==> config.mk <==
export PLATFORM = sky130hd
export DESIGN_NAME = i2s_dac_tx
export DESIGN_NICKNAME = d
export VERILOG_FILES = /design/src/rtl/i2s_dac_tx.sv
export SDC_FILE = /design/constraint.sdc
export NUM_CORES = 1
export LEC_CHECK = 0
export CORE_ASPECT_RATIO = 1.25
export CORE_MARGIN = 8
export CORE_UTILIZATION = 52
export DETAILED_ROUTE_END_ITERATION = 6
export PLACE_DENSITY = 0.75
export SYNTH_ARGS = -nofsm -noshare
export SYNTH_HDL_FRONTEND = slang
export SYNTH_SLANG_ARGS = --single-unit
==> constraint.sdc <==
create_clock -name i_clk -period 2.7 [get_ports i_clk]
set_input_delay 0.54 -clock i_clk [delete_from_list [all_inputs] [get_ports i_clk]]
set_output_delay 0.54 -clock i_clk [all_outputs]
set_load 0.1 [all_outputs]
==> src/rtl/i2s_dac_tx.sv <==
// I2S stereo DAC transmitter.
// Converts an offset-binary mono sample to two's complement. The same word is
// sent on the left and right slots, MSB first. All BCLK-domain outputs are
// registered, and they change only on BCLK falling events.
module i2s_dac_tx #(
  parameter int unsigned CLK_DIV      = 4,
  parameter int unsigned SAMPLE_WIDTH = 16
) (
  input  logic                    i_clk,
  input  logic                    i_reset,
  input  logic [SAMPLE_WIDTH-1:0] i_sample,
  input  logic                    i_sample_valid,
  output logic                    o_sample_ready,
  output logic                    o_bclk,
  output logic                    o_lrck,
  output logic                    o_sdata,
  output logic                    o_frame_tick,
  output logic                    o_underrun
);

  localparam int unsigned FRAME_BITS = 2 * SAMPLE_WIDTH;
  localparam int unsigned DIV_W      = (CLK_DIV > 1) ? $clog2(CLK_DIV) : 1;
  localparam int unsigned BIT_W      = $clog2(FRAME_BITS);

  localparam logic [DIV_W-1:0]        DIV_LAST  = DIV_W'(CLK_DIV - 1);
  localparam logic [BIT_W-1:0]        BIT_LAST  = BIT_W'(FRAME_BITS - 1);
  localparam logic [BIT_W-1:0]        BIT_RIGHT = BIT_W'(SAMPLE_WIDTH - 1);
  localparam logic [SAMPLE_WIDTH-1:0] MIDSCALE  = {1'b1, {(SAMPLE_WIDTH-1){1'b0}}};

  logic [DIV_W-1:0]        r_div_cnt;
  logic                    r_bclk;
  logic [BIT_W-1:0]        r_bit_cnt;
  logic                    r_lrck;
  logic                    r_sdata;
  logic [FRAME_BITS-1:0]   r_shift;
  logic [SAMPLE_WIDTH-1:0] r_hold;
  logic                    r_full;
  logic [SAMPLE_WIDTH-1:0] r_last;
  logic                    r_frame_tick;
  logic                    r_underrun;

  logic                    w_div_wrap;
  logic                    w_fall;
  logic [BIT_W-1:0]        w_bit_next;
  logic                    w_load;
  logic                    w_accept;
  logic [SAMPLE_WIDTH-1:0] w_load_sample;
  logic [SAMPLE_WIDTH-1:0] w_conv;
  logic [FRAME_BITS-1:0]   w_frame_word;

  // Decode divider and bit-position events, plus the frame word for the next load
  always_comb begin
    w_div_wrap    = (r_div_cnt == DIV_LAST);
    w_fall        = w_div_wrap & r_bclk;
    w_bit_next    = (r_bit_cnt == BIT_LAST) ? '0 : r_bit_cnt + 1'b1;
    w_load        = w_fall & (w_bit_next == '0);
    w_accept      = i_sample_valid & ~r_full;
    // The load decision uses the holding state before the edge, so a sample
    // accepted in the load cycle itself waits for the following frame
    w_load_sample = r_full ? r_hold : r_last;
    w_conv        = {~w_load_sample[SAMPLE_WIDTH-1], w_load_sample[SAMPLE_WIDTH-2:0]};
    w_frame_word  = {w_conv, w_conv};
  end

  // BCLK divider: toggle BCLK every CLK_DIV system clocks
  always_ff @(posedge i_clk or negedge i_reset) begin
    if (!i_reset) begin
      r_div_cnt <= '0;
      r_bclk    <= 1'b0;
    end else if (w_div_wrap) begin
      r_div_cnt <= '0;
      r_bclk    <= ~r_bclk;
    end else begin
      r_div_cnt <= r_div_cnt + 1'b1;
    end
  end

  // Bit position within the frame; resets to the last slot so the first fall is bit 0
  always_ff @(posedge i_clk or negedge i_reset) begin
    if (!i_reset) begin
      r_bit_cnt <= BIT_LAST;
    end else if (w_fall) begin
      r_bit_cnt <= w_bit_next;
    end
  end

  // Word select switches one BCLK ahead of each channel's MSB
  always_ff @(posedge i_clk or negedge i_reset) begin
    if (!i_reset) begin
      r_lrck <= 1'b0;
    end else if (w_fall) begin
      if (w_bit_next == BIT_LAST) begin
        r_lrck <= 1'b0;
      end else if (w_bit_next == BIT_RIGHT) begin
        r_lrck <= 1'b1;
      end
    end
  end

  // Single-entry holding register and the last sample sent (repeated on underrun)
  always_ff @(posedge i_clk or negedge i_reset) begin
    if (!i_reset) begin
      r_hold <= '0;
      r_full <= 1'b0;
      r_last <= MIDSCALE;
    end else if (w_load && r_full) begin
      r_last <= r_hold;
      r_full <= 1'b0;
    end else if (w_accept) begin
      r_hold <= i_sample;
      r_full <= 1'b1;
    end
  end

  // Serialiser: load the frame word at bit 0, then shift out MSB first on each fall
  always_ff @(posedge i_clk or negedge i_reset) begin
    if (!i_reset) begin
      r_shift <= '0;
      r_sdata <= 1'b0;
    end else if (w_load) begin
      r_sdata <= w_frame_word[FRAME_BITS-1];
      r_shift <= {w_frame_word[FRAME_BITS-2:0], 1'b0};
    end else if (w_fall) begin
      r_sdata <= r_shift[FRAME_BITS-1];
      r_shift <= {r_shift[FRAME_BITS-2:0], 1'b0};
    end
  end

  // One-cycle frame and underrun pulses aligned with the frame load
  always_ff @(posedge i_clk or negedge i_reset) begin
    if (!i_reset) begin
      r_frame_tick <= 1'b0;
      r_underrun   <= 1'b0;
    end else begin
      r_frame_tick <= w_load;
      r_underrun   <= w_load & ~r_full;
    end
  end

  assign o_sample_ready = ~r_full;
  assign o_bclk         = r_bclk;
  assign o_lrck         = r_lrck;
  assign o_sdata        = r_sdata;
  assign o_frame_tick   = r_frame_tick;
  assign o_underrun     = r_underrun;

endmodule
Yosys cells after proc, flatten, opt, wreduce, memory -nomap -nowiden
Cells that the tools add are included.

word-level totals
  flip-flop bits (word level) = 77
  latch bits = 0
  bits in writable memories = 0
  ROM bits = 0
  input port bits = 19
  output and inout bits = 6
  logic and storage cells = 43
  memories kept = 0

operators by class
  add/sub/neg operators = 2
  $mul = 0
  div/mod/pow operators = 0
  magnitude comparators = 0
  eq/ne operators = 4
  shift-type cells = 0
  multiplexer cells = 11
  bitwise gates (word level) = 8
  reduce and logical (&&, ||, !) cells = 7

operator list
  cell                                                 number
  two-way mux 32 bit                                   2
  two-way mux 16 bit                                   1
  equality test 5 bit, second input constant           2
  two-way mux 1 bit                                    6
  nonzero test 2 bit                                   3
  adder 5 x 1 -> 5 bit, second input constant          1
  equality test 5 x 4 -> 1 bit, second input constant  1
  logical NOT 5 bit                                    1
  two-way mux 5 bit                                    1
  bitwise AND 1 bit                                    4
  NOT 1 bit                                            4
  AND reduction 2 bit                                  2
  adder 2 x 1 -> 2 bit, second input constant          1
  equality test 2 bit, second input constant           1
  two-way mux 2 bit                                    1
  logical AND 1 bit                                    1

Logic depth before layout (Yosys ltp)
  depth after elaboration = 7
  depth in mapped cells = 8
  gate-level depth less buffers = 7

Worst setup path after synthesis
No wires, ideal clock.

  path kind = flip-flop to flip-flop
  from = register r_bit_cnt[0]
  to = register r_last[10]
  library setup time = 125 ps
  arrival = 2696 ps
  required time = 2575 ps
  slack = -120 ps
  stages on the path, launching flop included = 9
  buffers on the path = 1
  clock period less this slack = 2820 ps
  cells stage by stage = dfstp_2 ha_1 and3_1 ha_1 or4b_4 o22a_4 nor3_4 buf_8 mux2_2

on the way
  longest elaborated chain between the ends = 5
  elaborated cells between the ends (all ways) = 6
  classes of those cells = 1 x add/sub; 1 x eq/ne; 1 x mux; 1 x bitwise; 2 x reduce/logical

ends and longest elaborated chain
  element                                                             RTL line  text
  from (decl)                                                         32        logic [BIT_W-1:0] r_bit_cnt;
  from (signal assigned)                                              83        r_bit_cnt <= w_bit_next;
  adder 5 x 1 -> 5 bit / equality test 5 bit (equally long branches)  55        w_bit_next = (r_bit_cnt == BIT_LAST) ? '0 : r_bit_cnt + 1'b1;
  two-way mux 5 bit (*)                                               55
  net w_bit_next[4]                                                   44        logic [BIT_W-1:0] w_bit_next;
  logical NOT 5 bit (*)                                               56        w_load = w_fall & (w_bit_next == '0);
  bitwise AND 1 bit (*)                                               56
  logical AND 1 bit (*)                                               106       end else if (w_load && r_full) begin
  to (signal assigned)                                                107       r_last <= r_hold;
  to (decl)                                                           38        logic [SAMPLE_WIDTH-1:0] r_last;

The timed path passes the listed nets; every way through them passes the cells marked *.
A chain may end at the register's enable or synchronous reset.

Final worst setup path
  from = register r_bit_cnt[1]
  to = register r_last[2]

The elaborated chain is that of the path after synthesis.

==> impl_metrics.ini <==
[timing]
finClkSkew_ns = 0.009204
tightest_slew_ns = 0.9164
rsz0062_at_grt = true
clock.fmax_ghz = 0.3710
fin_crit_ns = 2.695
hold_viol = 0
slew-limit-headroom_pct = 38.91
setup_ws_ns = 0.004881
setup_viol = 0
drv_slew = 0
fin_crit_sh_pct = 99.82

[clocking]
cts.htree.levels = 3
cts_buffers = 9
clkSinkCount = 76
ctsHoldBuffers = 0
clk_pin_slew_ns = 0.08
cts_tree = built
clk-insertion-delay-late_ns = 0.35
cts_buffer_depth = 2
clock-root-buffer = clkbuf_8

[finish]
final_core_util_pct = 62.09
area_growth_syn_to_layout_pct = 16.83
fillCellCount = 508
final_common_cell = dfrtp_1
drive_gt1_share_pct = 32.38
diodes = 0
final_cell_mix = 70 x dfrtp_1, 32 x mux2_2, 17 x clkdlybuf4s50_1, 16 x nand3_1, 16 x buf_4
final_nets = 298

[die]
die_area_um2 = 9015
die_y_um = 104.2
die_x_um = 86.54
fp.coreArea_um2 = 6086
rows = 32
start_util_pct = 53.15
ios = 25

[worst_hold_path]
worst_hold_path_type = in2async

[detailed_routing]
wl_per_cell_um = 15.93
dr.pass1.iters = 4
via_count = 2098
via_per_inst = 5.732
ant_nets = 0
initialDrtViolationCount = 114
route.detailed.drc = 0
drt-total-wl_um = 5830

[status]
status = finished, final reports clean

[worst_setup_path]
cp_data_required_time_ns = 2.93
arrival_ns = 2.92
r2r_setup_slack_ns = 0.005
worst-path-max-fanout = 17
critPathKind = reg2reg
cp-start-kind = flop
worst_setup_path_end_kind = flop

[placed_design]
place_hpwl_um = 3828
portBuffers = 24
place.gp.congestion = 0.7449
pre_cts_ws_ns = 0.03327

[power_and_ir_drop]
cellPowerDensity_nw_per_um2 = 536.8
p_leak_nw = 1.830
swShare_pct = 22.62
vdd_drop_max_uv = 483.2
clkPwrFrac_pct = 36.7
p_seq_share_pct = 58.5
combPwrFrac_pct = 4.8
p_int_mw = 1.570
p_switching_mw = 0.4587

[grt]
grt.overflow.total = 0
grt_max_degree = 77
antenna_found_initial = 0
grt_use_total_pct = 13.89
grt_pass1_wl_um = 9936
grt_pass1_vias = 2169

[yosys]
synth_cell_types = 35
ys_seq_area_share_pct = 59.03
synthesis.area_um2 = 3234
yosys_warnings = 0
synthCells = 246
synth_seq_cells = 76
syn_nets = 268
synth.avg_cell_area_um2 = 13.15

[flow_run]
maxCapViolCount = 0
kinds of logic (layout without fill, tap and decap cells):
family,count (synthesis),count (layout),synth area share [%]
xor gates and xnor gates,3,3,0.8125
AOI/OAI and AO/OA,55,55,13.31
and+or+nand+nor,45,45,7.428
DFF,76,76,59.03
muxes,47,47,15.78
adders and majority gates,3,3,1.161
buffers and inverters,17,52,2.476
critical path, cell delays in order (launching register included):
cell and delay [ns]:
dfstp_2 0.57, ha_4 0.16, and3_4 0.18, ha_4 0.19
or4b_4 0.51, o22a_4 0.24, nor3_4 0.20, buf_12 0.19
mux2_2 0.34
synth_stat cells, drive strengths merged:
library cell / instances / area share, %
clkbuf: 8 / 0.93
a221o: 2 / 0.62
and2: 1 / 0.19
nor3: 5 / 1.1
xor2: 2 / 0.54
nand3: 16 / 2.5
and3: 2 / 0.39
o211a: 1 / 0.31
dfrtp: 70 / 54
or4b: 1 / 0.43
and2b: 1 / 0.23
a21o: 2 / 0.46
mux2i: 15 / 4.6
nor2b: 3 / 0.58
nand4: 1 / 0.19
o221ai: 1 / 0.46
o221a: 14 / 4.9
a211o: 1 / 0.27
inv: 2 / 0.23
a2111oi: 1 / 0.27
xnor2: 1 / 0.27
a21oi: 15 / 2.3
o22ai: 14 / 2.7
mux2: 32 / 11
nand2: 9 / 1.0
dfstp: 6 / 4.9
or3: 1 / 0.19
ha: 3 / 1.2
nor2: 5 / 0.58
o21ai: 3 / 0.46
buf: 7 / 1.3
o22a: 1 / 0.54
worst paths after layout:
| path | to | cells after the start | startpoint |
|---|---|---|---|
| max | r_last[2] | 8 | r_bit_cnt[1] |
| min | r_div_cnt[1] | 1 | i_reset |
| min in group i_clk | r_div_cnt[0] | 1 | r_div_cnt[0] |
| max in group asynchronous | r_shift[10] | 1 | i_reset |
| min reg2reg | r_div_cnt[0] | 1 | r_div_cnt[0] |
| max reg2reg | r_last[2] | 8 | r_bit_cnt[1] |
final cells by class:
type                            count  area [µm²]  area share (%)
Clock buffer                       11       141.4           3.742
Sequential cell                    76        1909           50.53
Multi-Input combinational cell    153        1276           33.77
Inverter                            2       7.507          0.1987
Timing Repair Buffer               34       310.3           8.212
Clock inverter                      5       27.53          0.7285
Tap cell                           85       106.4           2.815
per-stage QoR:
| step | total power [mW] | TNS, ns | instances | cell area, µm² | hold slack, ns |
|---|---|---|---|---|---|
| final | 2.028 | 0 | 366 | 3779 | 0.3169 |
| after global routing | 2.114 | -0.8952 | 366 | 3779 | 0.3966 |
| after CTS | 2.051 | 0 | 366 | 3779 | 0.3579 |
| after detailed placement | 1.309 | 0 | 350 | 3608 | 0.4194 |
| after global placement | 1.305 | 0 | 350 | 3608 | 0.4150 |
| after floorplan | 1.244 | -0.5129 | 246 | 3264 | 0.2444 |
layer usage:
layer / global-route usage, % / vias to the layer above / share of wire, %
li1: - / 989 / -
met1: 16.72 / 1062 / 46
met2: 21.46 / 34 / 48
met3: 3.715 / 13 / 2.6
met4: 8.519 / 0 / 3.1
met5: 0 / - / 0
what timing repair did:
action | in CTS | in global routing
setup endpoints to repair | 2 | 18
resized for setup | 1 | 0
gates cloned | 0 | 0
setup buffers | 0 | 0
power by group through the flow:
stage,Combinational (mW),Sequential [mW],Clock (mW)
final,0.0967,1.19,0.745
after global routing,0.109,1.19,0.813
after CTS,0.100,1.19,0.764
after detailed placement,0.0998,1.21,0
after global placement,0.0975,1.21,0
after floorplan,0.0427,1.20,0
flip-flops by register name, indices dropped and copies added, names as in the netlist:
name / cells
r_div_cnt: 2
r_shift: 31
o_underrun: 1
r_full: 1
r_bit_cnt: 5
o_sdata: 1
r_hold: 16
o_frame_tick: 1
o_bclk: 1
o_lrck: 1
r_last: 16
(Power assumes the default switching activity.)
